$ cat src/rtl/ft6206_i2c_responder.sv
`default_nettype none
// +----------------------------------------------------------------------------+
// | Module  : ft6206_i2c_responder                                             |
// | Brief   : I2C target modelling the FT6206 touch controller register map.   |
// | Revision: 1.0 - initial release                                            |
// +----------------------------------------------------------------------------+
module ft6206_i2c_responder #(
  parameter logic [6:0] I2C_ADDR    = 7'h38,
  parameter int         SYNC_STAGES = 2,
  parameter logic [7:0] CHIP_ID     = 8'h06,
  parameter logic [7:0] VENDOR_ID   = 8'h11
) (
  input  logic        clk,
  input  logic        rst,
  input  logic        scl_i,
  input  logic        sda_i,
  output logic        sda_oe,
  input  logic        p1_valid,
  input  logic [11:0] p1_x,
  input  logic [11:0] p1_y,
  input  logic        p2_valid,
  input  logic [11:0] p2_x,
  input  logic [11:0] p2_y,
  output logic        int_n,
  output logic        busy,
  output logic [7:0]  threshold
);

  typedef enum logic [3:0] {
    ST_IDLE, ST_ADDR, ST_ADDR_ACK, ST_PTR, ST_PTR_ACK,
    ST_WR_DATA, ST_WR_ACK, ST_RD_DATA, ST_RD_ACK, ST_IGNORE
  } state_t;

  logic [SYNC_STAGES-1:0] r_scl_sync, r_sda_sync;
  logic r_scl_d, r_sda_d;
  logic w_scl, w_sda, w_scl_rise, w_scl_fall, w_start, w_stop;

  always_ff @(posedge clk) begin
    if (rst) begin
      r_scl_sync <= '1;
      r_sda_sync <= '1;
      r_scl_d    <= 1'b1;
      r_sda_d    <= 1'b1;
    end else begin
      r_scl_sync <= {r_scl_sync[SYNC_STAGES-2:0], scl_i};
      r_sda_sync <= {r_sda_sync[SYNC_STAGES-2:0], sda_i};
      r_scl_d    <= r_scl_sync[SYNC_STAGES-1];
      r_sda_d    <= r_sda_sync[SYNC_STAGES-1];
    end
  end

  assign w_scl      = r_scl_sync[SYNC_STAGES-1];
  assign w_sda      = r_sda_sync[SYNC_STAGES-1];
  assign w_scl_rise = w_scl & ~r_scl_d;
  assign w_scl_fall = ~w_scl & r_scl_d;
  assign w_start    = w_scl & r_scl_d & r_sda_d & ~w_sda;
  assign w_stop     = w_scl & r_scl_d & ~r_sda_d & w_sda;

  // Touch snapshot taken at every START so a multi-byte read is coherent
  logic        r_s1_v, r_s2_v;
  logic [11:0] r_s1_x, r_s1_y, r_s2_x, r_s2_y;

  always_ff @(posedge clk) begin
    if (rst) begin
      r_s1_v <= 1'b0; r_s1_x <= '0; r_s1_y <= '0;
      r_s2_v <= 1'b0; r_s2_x <= '0; r_s2_y <= '0;
    end else if (w_start) begin
      r_s1_v <= p1_valid; r_s1_x <= p1_x; r_s1_y <= p1_y;
      r_s2_v <= p2_valid; r_s2_x <= p2_x; r_s2_y <= p2_y;
    end
  end

  state_t     r_state, w_state_nxt;
  logic [3:0] r_bit_cnt, w_cnt_nxt;
  logic [7:0] r_shift, w_shift_nxt, r_ptr, w_ptr_nxt;
  logic [7:0] r_dev_mode, w_dev_nxt, r_threshold, w_thr_nxt;
  logic       r_sda_oe, w_oe_nxt, r_busy, w_busy_nxt, r_int_n;
  logic [7:0] w_rd_cur, w_rd_next;

  function automatic logic [1:0] event_code(input logic valid);
    return valid ? 2'b10 : 2'b01;
  endfunction

  function automatic logic [7:0] reg_read(input logic [7:0] addr);
    case (addr)
      8'h00:   reg_read = r_dev_mode;
      8'h02:   reg_read = 8'(r_s1_v) + 8'(r_s2_v);
      8'h03:   reg_read = {event_code(r_s1_v), 2'b00, r_s1_x[11:8]};
      8'h04:   reg_read = r_s1_x[7:0];
      8'h05:   reg_read = {4'h0, r_s1_y[11:8]};
      8'h06:   reg_read = r_s1_y[7:0];
      8'h09:   reg_read = {event_code(r_s2_v), 2'b00, r_s2_x[11:8]};
      8'h0A:   reg_read = r_s2_x[7:0];
      8'h0B:   reg_read = {4'h1, r_s2_y[11:8]};
      8'h0C:   reg_read = r_s2_y[7:0];
      8'h80:   reg_read = r_threshold;
      8'hA3:   reg_read = CHIP_ID;
      8'hA8:   reg_read = VENDOR_ID;
      default: reg_read = 8'h00;
    endcase
  endfunction

  assign w_rd_cur  = reg_read(r_ptr);
  assign w_rd_next = reg_read(r_ptr + 8'd1);

  always_ff @(posedge clk) begin
    if (rst) begin
      r_state     <= ST_IDLE;
      r_bit_cnt   <= '0;
      r_shift     <= '0;
      r_ptr       <= '0;
      r_dev_mode  <= '0;
      r_threshold <= 8'h80;
      r_sda_oe    <= 1'b0;
      r_busy      <= 1'b0;
      r_int_n     <= 1'b1;
    end else begin
      r_state     <= w_state_nxt;
      r_bit_cnt   <= w_cnt_nxt;
      r_shift     <= w_shift_nxt;
      r_ptr       <= w_ptr_nxt;
      r_dev_mode  <= w_dev_nxt;
      r_threshold <= w_thr_nxt;
      r_sda_oe    <= w_oe_nxt;
      r_busy      <= w_busy_nxt;
      r_int_n     <= ~(p1_valid | p2_valid);
    end
  end

  always_comb begin
    w_state_nxt = r_state;
    w_cnt_nxt   = r_bit_cnt;
    w_shift_nxt = r_shift;
    w_ptr_nxt   = r_ptr;
    w_dev_nxt   = r_dev_mode;
    w_thr_nxt   = r_threshold;
    w_oe_nxt    = r_sda_oe;
    w_busy_nxt  = r_busy;
    if (w_start) begin
      w_state_nxt = ST_ADDR;
      w_cnt_nxt   = '0;
      w_oe_nxt    = 1'b0;
      w_busy_nxt  = 1'b1;
    end else if (w_stop) begin
      w_state_nxt = ST_IDLE;
      w_oe_nxt    = 1'b0;
      w_busy_nxt  = 1'b0;
    end else begin
      case (r_state)
        ST_ADDR, ST_PTR, ST_WR_DATA: begin
          if (w_scl_rise && r_bit_cnt != 4'd8) begin
            w_shift_nxt = {r_shift[6:0], w_sda};
            w_cnt_nxt   = r_bit_cnt + 4'd1;
          end else if (w_scl_fall && r_bit_cnt == 4'd8) begin
            w_cnt_nxt = '0;
            w_oe_nxt  = 1'b1;
            if (r_state == ST_ADDR) begin
              if (r_shift[7:1] == I2C_ADDR) begin
                w_state_nxt = ST_ADDR_ACK;
              end else begin
                w_state_nxt = ST_IGNORE;
                w_oe_nxt    = 1'b0;
                w_busy_nxt  = 1'b0;
              end
            end else if (r_state == ST_PTR) begin
              w_ptr_nxt   = r_shift;
              w_state_nxt = ST_PTR_ACK;
            end else begin
              if (r_ptr == 8'h00) w_dev_nxt = r_shift;
              if (r_ptr == 8'h80) w_thr_nxt = r_shift;
              w_state_nxt = ST_WR_ACK;
            end
          end
        end
        // ACK is held through one full SCL pulse: count its rise, leave on its fall
        ST_ADDR_ACK, ST_PTR_ACK, ST_WR_ACK: begin
          if (w_scl_rise) begin
            w_cnt_nxt = 4'd1;
          end else if (w_scl_fall && r_bit_cnt == 4'd1) begin
            w_cnt_nxt   = '0;
            w_oe_nxt    = 1'b0;
            w_state_nxt = ST_WR_DATA;
            if (r_state == ST_WR_ACK) w_ptr_nxt = r_ptr + 8'd1;
            if (r_state == ST_ADDR_ACK) begin
              if (r_shift[0]) begin
                w_state_nxt = ST_RD_DATA;
                w_oe_nxt    = ~w_rd_cur[7];
                w_shift_nxt = {w_rd_cur[6:0], 1'b0};
              end else begin
                w_state_nxt = ST_PTR;
              end
            end
          end
        end
        ST_RD_DATA: begin
          if (w_scl_rise) begin
            w_cnt_nxt = r_bit_cnt + 4'd1;
          end else if (w_scl_fall) begin
            if (r_bit_cnt == 4'd8) begin
              w_oe_nxt    = 1'b0;
              w_cnt_nxt   = '0;
              w_state_nxt = ST_RD_ACK;
            end else begin
              w_oe_nxt    = ~r_shift[7];
              w_shift_nxt = {r_shift[6:0], 1'b0};
            end
          end
        end
        ST_RD_ACK: begin
          if (w_scl_rise) begin
            if (!w_sda) begin
              w_ptr_nxt   = r_ptr + 8'd1;
              w_shift_nxt = w_rd_next;
              w_cnt_nxt   = '0;
              w_state_nxt = ST_RD_DATA;
            end else begin
              w_state_nxt = ST_IGNORE;
            end
          end
        end
        default: w_oe_nxt = 1'b0;
      endcase
    end
  end

  assign sda_oe    = r_sda_oe;
  assign busy      = r_busy;
  assign int_n     = r_int_n;
  assign threshold = r_threshold;

endmodule
`default_nettype wire
$ cat config.mk
export PLATFORM = sky130hd
export DESIGN_NAME = ft6206_i2c_responder
export DESIGN_NICKNAME = d
export VERILOG_FILES = /design/src/rtl/ft6206_i2c_responder.sv
export SDC_FILE = /design/constraint.sdc
export NUM_CORES = 1
export LEC_CHECK = 0
export ABC_AREA = 1
export CORE_UTILIZATION = 43
export DETAILED_ROUTE_END_ITERATION = 8
export PLACE_DENSITY = 0.6
export SLEW_MARGIN = 20
export SYNTH_ARGS = -nofsm -noshare
export SYNTH_HDL_FRONTEND = slang
export SYNTH_SLANG_ARGS = --single-unit
$ cat constraint.sdc
create_clock -name clk -period 2.6 [get_ports clk]
set_input_delay 0.26 -clock clk [delete_from_list [all_inputs] [get_ports clk]]
set_output_delay 0.26 -clock clk [all_outputs]
set_load 0.005 [all_outputs]
==> flow_metrics.tcl, run 1 <==
set metrics [dict create \
    status "completed" \
    die_h_um 119 \
    gp_congestion 1.03 \
    grt_max_degree 83 \
    path_clk_slew_ns 0.07 \
    min-delay-start "r_sda_sync[0]$_SDFF_PP1_" \
    core_area_um2 13200 \
    drive_gt1_frac 0.124 \
    worstReg2RegStart "r_ptr[0]$_SDFFE_PP0P_" \
    antenna_found_initial 0 \
    io_pins 65 \
    grtUsageTotal 0.314 \
    crit_type "flip-flop to flip-flop" \
    r2r_cells 16 \
    hp-class "flip-flop to flip-flop" \
    fillers 1340 \
    end_kind "flip-flop" \
    multi_input_area_um2 3300 \
    initial_core_util 0.441 \
    finalHoldViolations 0 \
    async_flop_share 0 \
    htree_levels 3 \
    synth_fa_ha_area_frac 0.0257 \
    io_buffer_count 64 \
    diodes 0 \
    drt-wirelength-per-cell_um 18.6 \
    skew_ns 0.0125 \
    synth-simple-area-share 0.294 \
    yosys-top-cells-area "dfxtp_1 (34%), o21ai_0 (9.8%), nand2_1 (8.3%)" \
    fin_crit_sh 0.915 \
    ant_nets 0 \
    synth_nets 948 \
    via_count 6592 \
    synth_compound_area_frac 0.243 \
    post_synth_xor_area_fraction 0.00150 \
    maxSlewViolCount 0 \
    chipWidth_um 119 \
    first_pass_iters 5 \
    area_growth_syn_to_layout_pct 23.1 \
    fmax_ghz 0.420 \
    maxCapViolations 0 \
    critPathArrivalTime_ns 2.68 \
    synth.cell_area_um2 5850 \
    finalWirelength_um 21400 \
    finalPower_mw 6.81 \
    grt_pass1_vias 6266 \
    cts_tree "done" \
    route.detailed.drc 0 \
    fin_crit_ns 2.38 \
    avgViaCountPerCell 5.73 \
    core.rowCount 42 \
    layout_common_cells "nand2_1 (130), o21ai_0 (114), nor2_1 (108)" \
    nNetsFinal 1036 \
    start_kind "flip-flop" \
    fin_ws_ns 0.220 \
    holdPathStages 1 \
    cts.sinks 99 \
    cts-buffers-inserted 9 \
    finalSetupTns_ns 0 \
    synth_top_area_frac 0.339 \
    clockRootBuffer "clkbuf_16" \
    setup-violations-final 0 \
    rr_endpoint "r_shift[2]$_SDFFE_PP0P_" \
    seq_area_frac_synth 0.339 \
    regToRegSetupSlack_ns 0.22 \
    ys_warn_count 0 \
    synth_top_family_by_area "simple AND/OR/NAND/NOR gates" \
    grt_pass1_wl_um 33800 \
    powerDensity_nw_per_um2 946 \
    hpwl_um 17000 \
    worstSkewPairLatency_ns 0.36 \
    die_area_um2 14100 \
    synth_edf_count 0 \
    final_common_cell "nand2_1" \
    syn_avg_cell_area_um2 6.63 \
    grt_overflow 0 \
    power_leakage_nw 2.95 \
    cp.required_ns 2.90 \
    worstMarginPinSlew_ns 0.704 \
    netlist_instances 882 \
    seqCellArea_um2 1980 \
    drt_iter0_markers 739 \
    synth-seq-cells 99 \
    ir_worst_vdd_uv 547 \
    min_to "r_sda_sync[1]$_SDFF_PP1_" \
    dp_slack_ns 0.189 \
    max_slew_margin 0.527 \
    ys_types 51 \
    clock_path_buffers 2 \
    cts_setup_buffers 0 \
    rsz0062_at_grt "no" \
    yosysTopAreaCell "dfxtp_1" \
    synth_top_flop_cell "dfxtp_1" \
    synthMuxAreaShare 0 \
    cp_max_fo 11 \
]
[final cells by class]
| class | instances | area share |
|---|---|---|
| timing repair buffer | 106 | 0.133 |
| tap | 176 | 0.0306 |
| clock inverter | 6 | 0.00887 |
| multi-input combinational | 640 | 0.459 |
| clock buffer | 10 | 0.0332 |
| sequential | 99 | 0.276 |
| inverter | 114 | 0.0595 |
[cell usage after synthesis (2+ instances only)]
cell type / instances
a211oi_1: 9
a21oi_1: 75
a21oi_2: 5
a31oi_1: 4
buf_1: 4
buf_4: 3
clkbuf_1: 18
dfxtp_1: 99
ha_1: 12
inv_1: 103
inv_2: 10
nand2_1: 130
nand2_2: 10
nand2_4: 5
nand3_1: 66
nand3_2: 2
nand4_1: 8
nor2_1: 110
nor2_2: 10
nor2_4: 2
nor2_8: 2
nor3_1: 12
nor3_2: 4
nor4_1: 3
o211ai_1: 4
o21ai_0: 114
o21ai_1: 15
o221ai_1: 2
o22ai_1: 16
or2_2: 4
[report_power, final]
group	switching [mW]	internal, mW	total (mW)
clock	0.615	0.773	1.39
combinational	2.39	1.14	3.53
sequential	0.196	1.69	1.89
total	3.20	3.61	6.81
[flip-flops by register name, indices dropped and copies added (netlist names)]
register	flops
r_s2_y	12
r_shift	8
threshold	8
r_sda_sync	2
r_dev_mode	8
r_s2_v	1
r_state	4
r_bit_cnt	4
r_scl_d	1
r_s2_x	12
r_scl_sync	2
int_n	1
busy	1
r_s1_y	12
r_sda_d	1
r_s1_v	1
r_ptr	8
sda_oe	1
r_s1_x	12
[worst max-delay path by stage]
stage | start | end | depth (start not counted) | slack, ns
6_report | r_ptr[0]$_SDFFE_PP0P_ | r_shift[2]$_SDFFE_PP0P_ | 16 | 0.22
5_1_grt | r_ptr[4]$_SDFFE_PP0P_ | r_shift[2]$_SDFFE_PP0P_ | 11 | 0.05
4_1_cts | r_ptr[1]$_SDFFE_PP0P_ | r_shift[1]$_SDFFE_PP0P_ | 15 | 0.16
3_5_place_dp | r_ptr[0]$_SDFFE_PP0P_ | r_shift[1]$_SDFFE_PP0P_ | 15 | 0.19
3_3_place_gp | r_ptr[0]$_SDFFE_PP0P_ | r_shift[2]$_SDFFE_PP0P_ | 16 | 0.22
2_1_floorplan | r_ptr[1]$_SDFFE_PP0P_ | r_shift[7]$_SDFFE_PP0P_ | 15 | 0.56
[per-stage QoR]
| stage | cell area (um2) | util | hold slack (ns) | std cells |
|---|---|---|---|---|
| 3_5_place_dp | 6890 | 0.520 | 0.398 | 1135 |
| 5_1_grt | 7200 | 0.543 | 0.444 | 1151 |
| 3_3_place_gp | 6890 | 0.520 | 0.392 | 1135 |
| 2_1_floorplan | 5850 | - | 0.360 | 882 |
| 6_report | 7200 | 0.543 | 0.409 | 1151 |
| 4_1_cts | 7190 | 0.543 | 0.414 | 1151 |
[critical path: stages, from the launching register on]
cell     delay [ns]
dfxtp_2        0.39
ha_1           0.23
inv_1          0.12
o21ai_2        0.16
nand2_2        0.10
inv_2          0.07
nand2_2        0.08
nor2_8         0.22
buf_4          0.22
nand2_4        0.08
o21ai_1        0.18
nor2_1         0.08
nand3_1        0.11
nand2_1        0.06
nand2_1        0.05
nand2_1        0.05
a21oi_2        0.10
[per-layer routing]
| metal | vias up | track usage | wire (um) |
|---|---|---|---|
| li1 | 3127 | - | - |
| met1 | 3102 | 0.422 | 9360 |
| met2 | 309 | 0.490 | 9590 |
| met3 | 54 | 0.0584 | 1780 |
| met4 | 0 | 0.131 | 714 |
| met5 | - | 0 | 0 |
[cells by family after synthesis]
group / after synthesis
AND/OR/NAND/NOR: 371
adder cells (fa/ha/maj): 12
buffers and inverters: 143
flip-flops: 99
AO/OA/AOI/OAI: 256
XOR/XNOR: 1
[repair_timing]
| item | 4_1_cts | 5_1_grt |
|---|---|---|
| endpoints found under the setup margin | 0 | 5 |
| resized for setup | 0 | 4 |
| hold buffers | 0 | 0 |
Power figures use the tool's default switching activity.
==> run 2: changes to the inputs <==
- CAP_MARGIN: unset -> 10
==> results of run 2 <==
Final layout, timing and power as in run 1 (identical DEF).
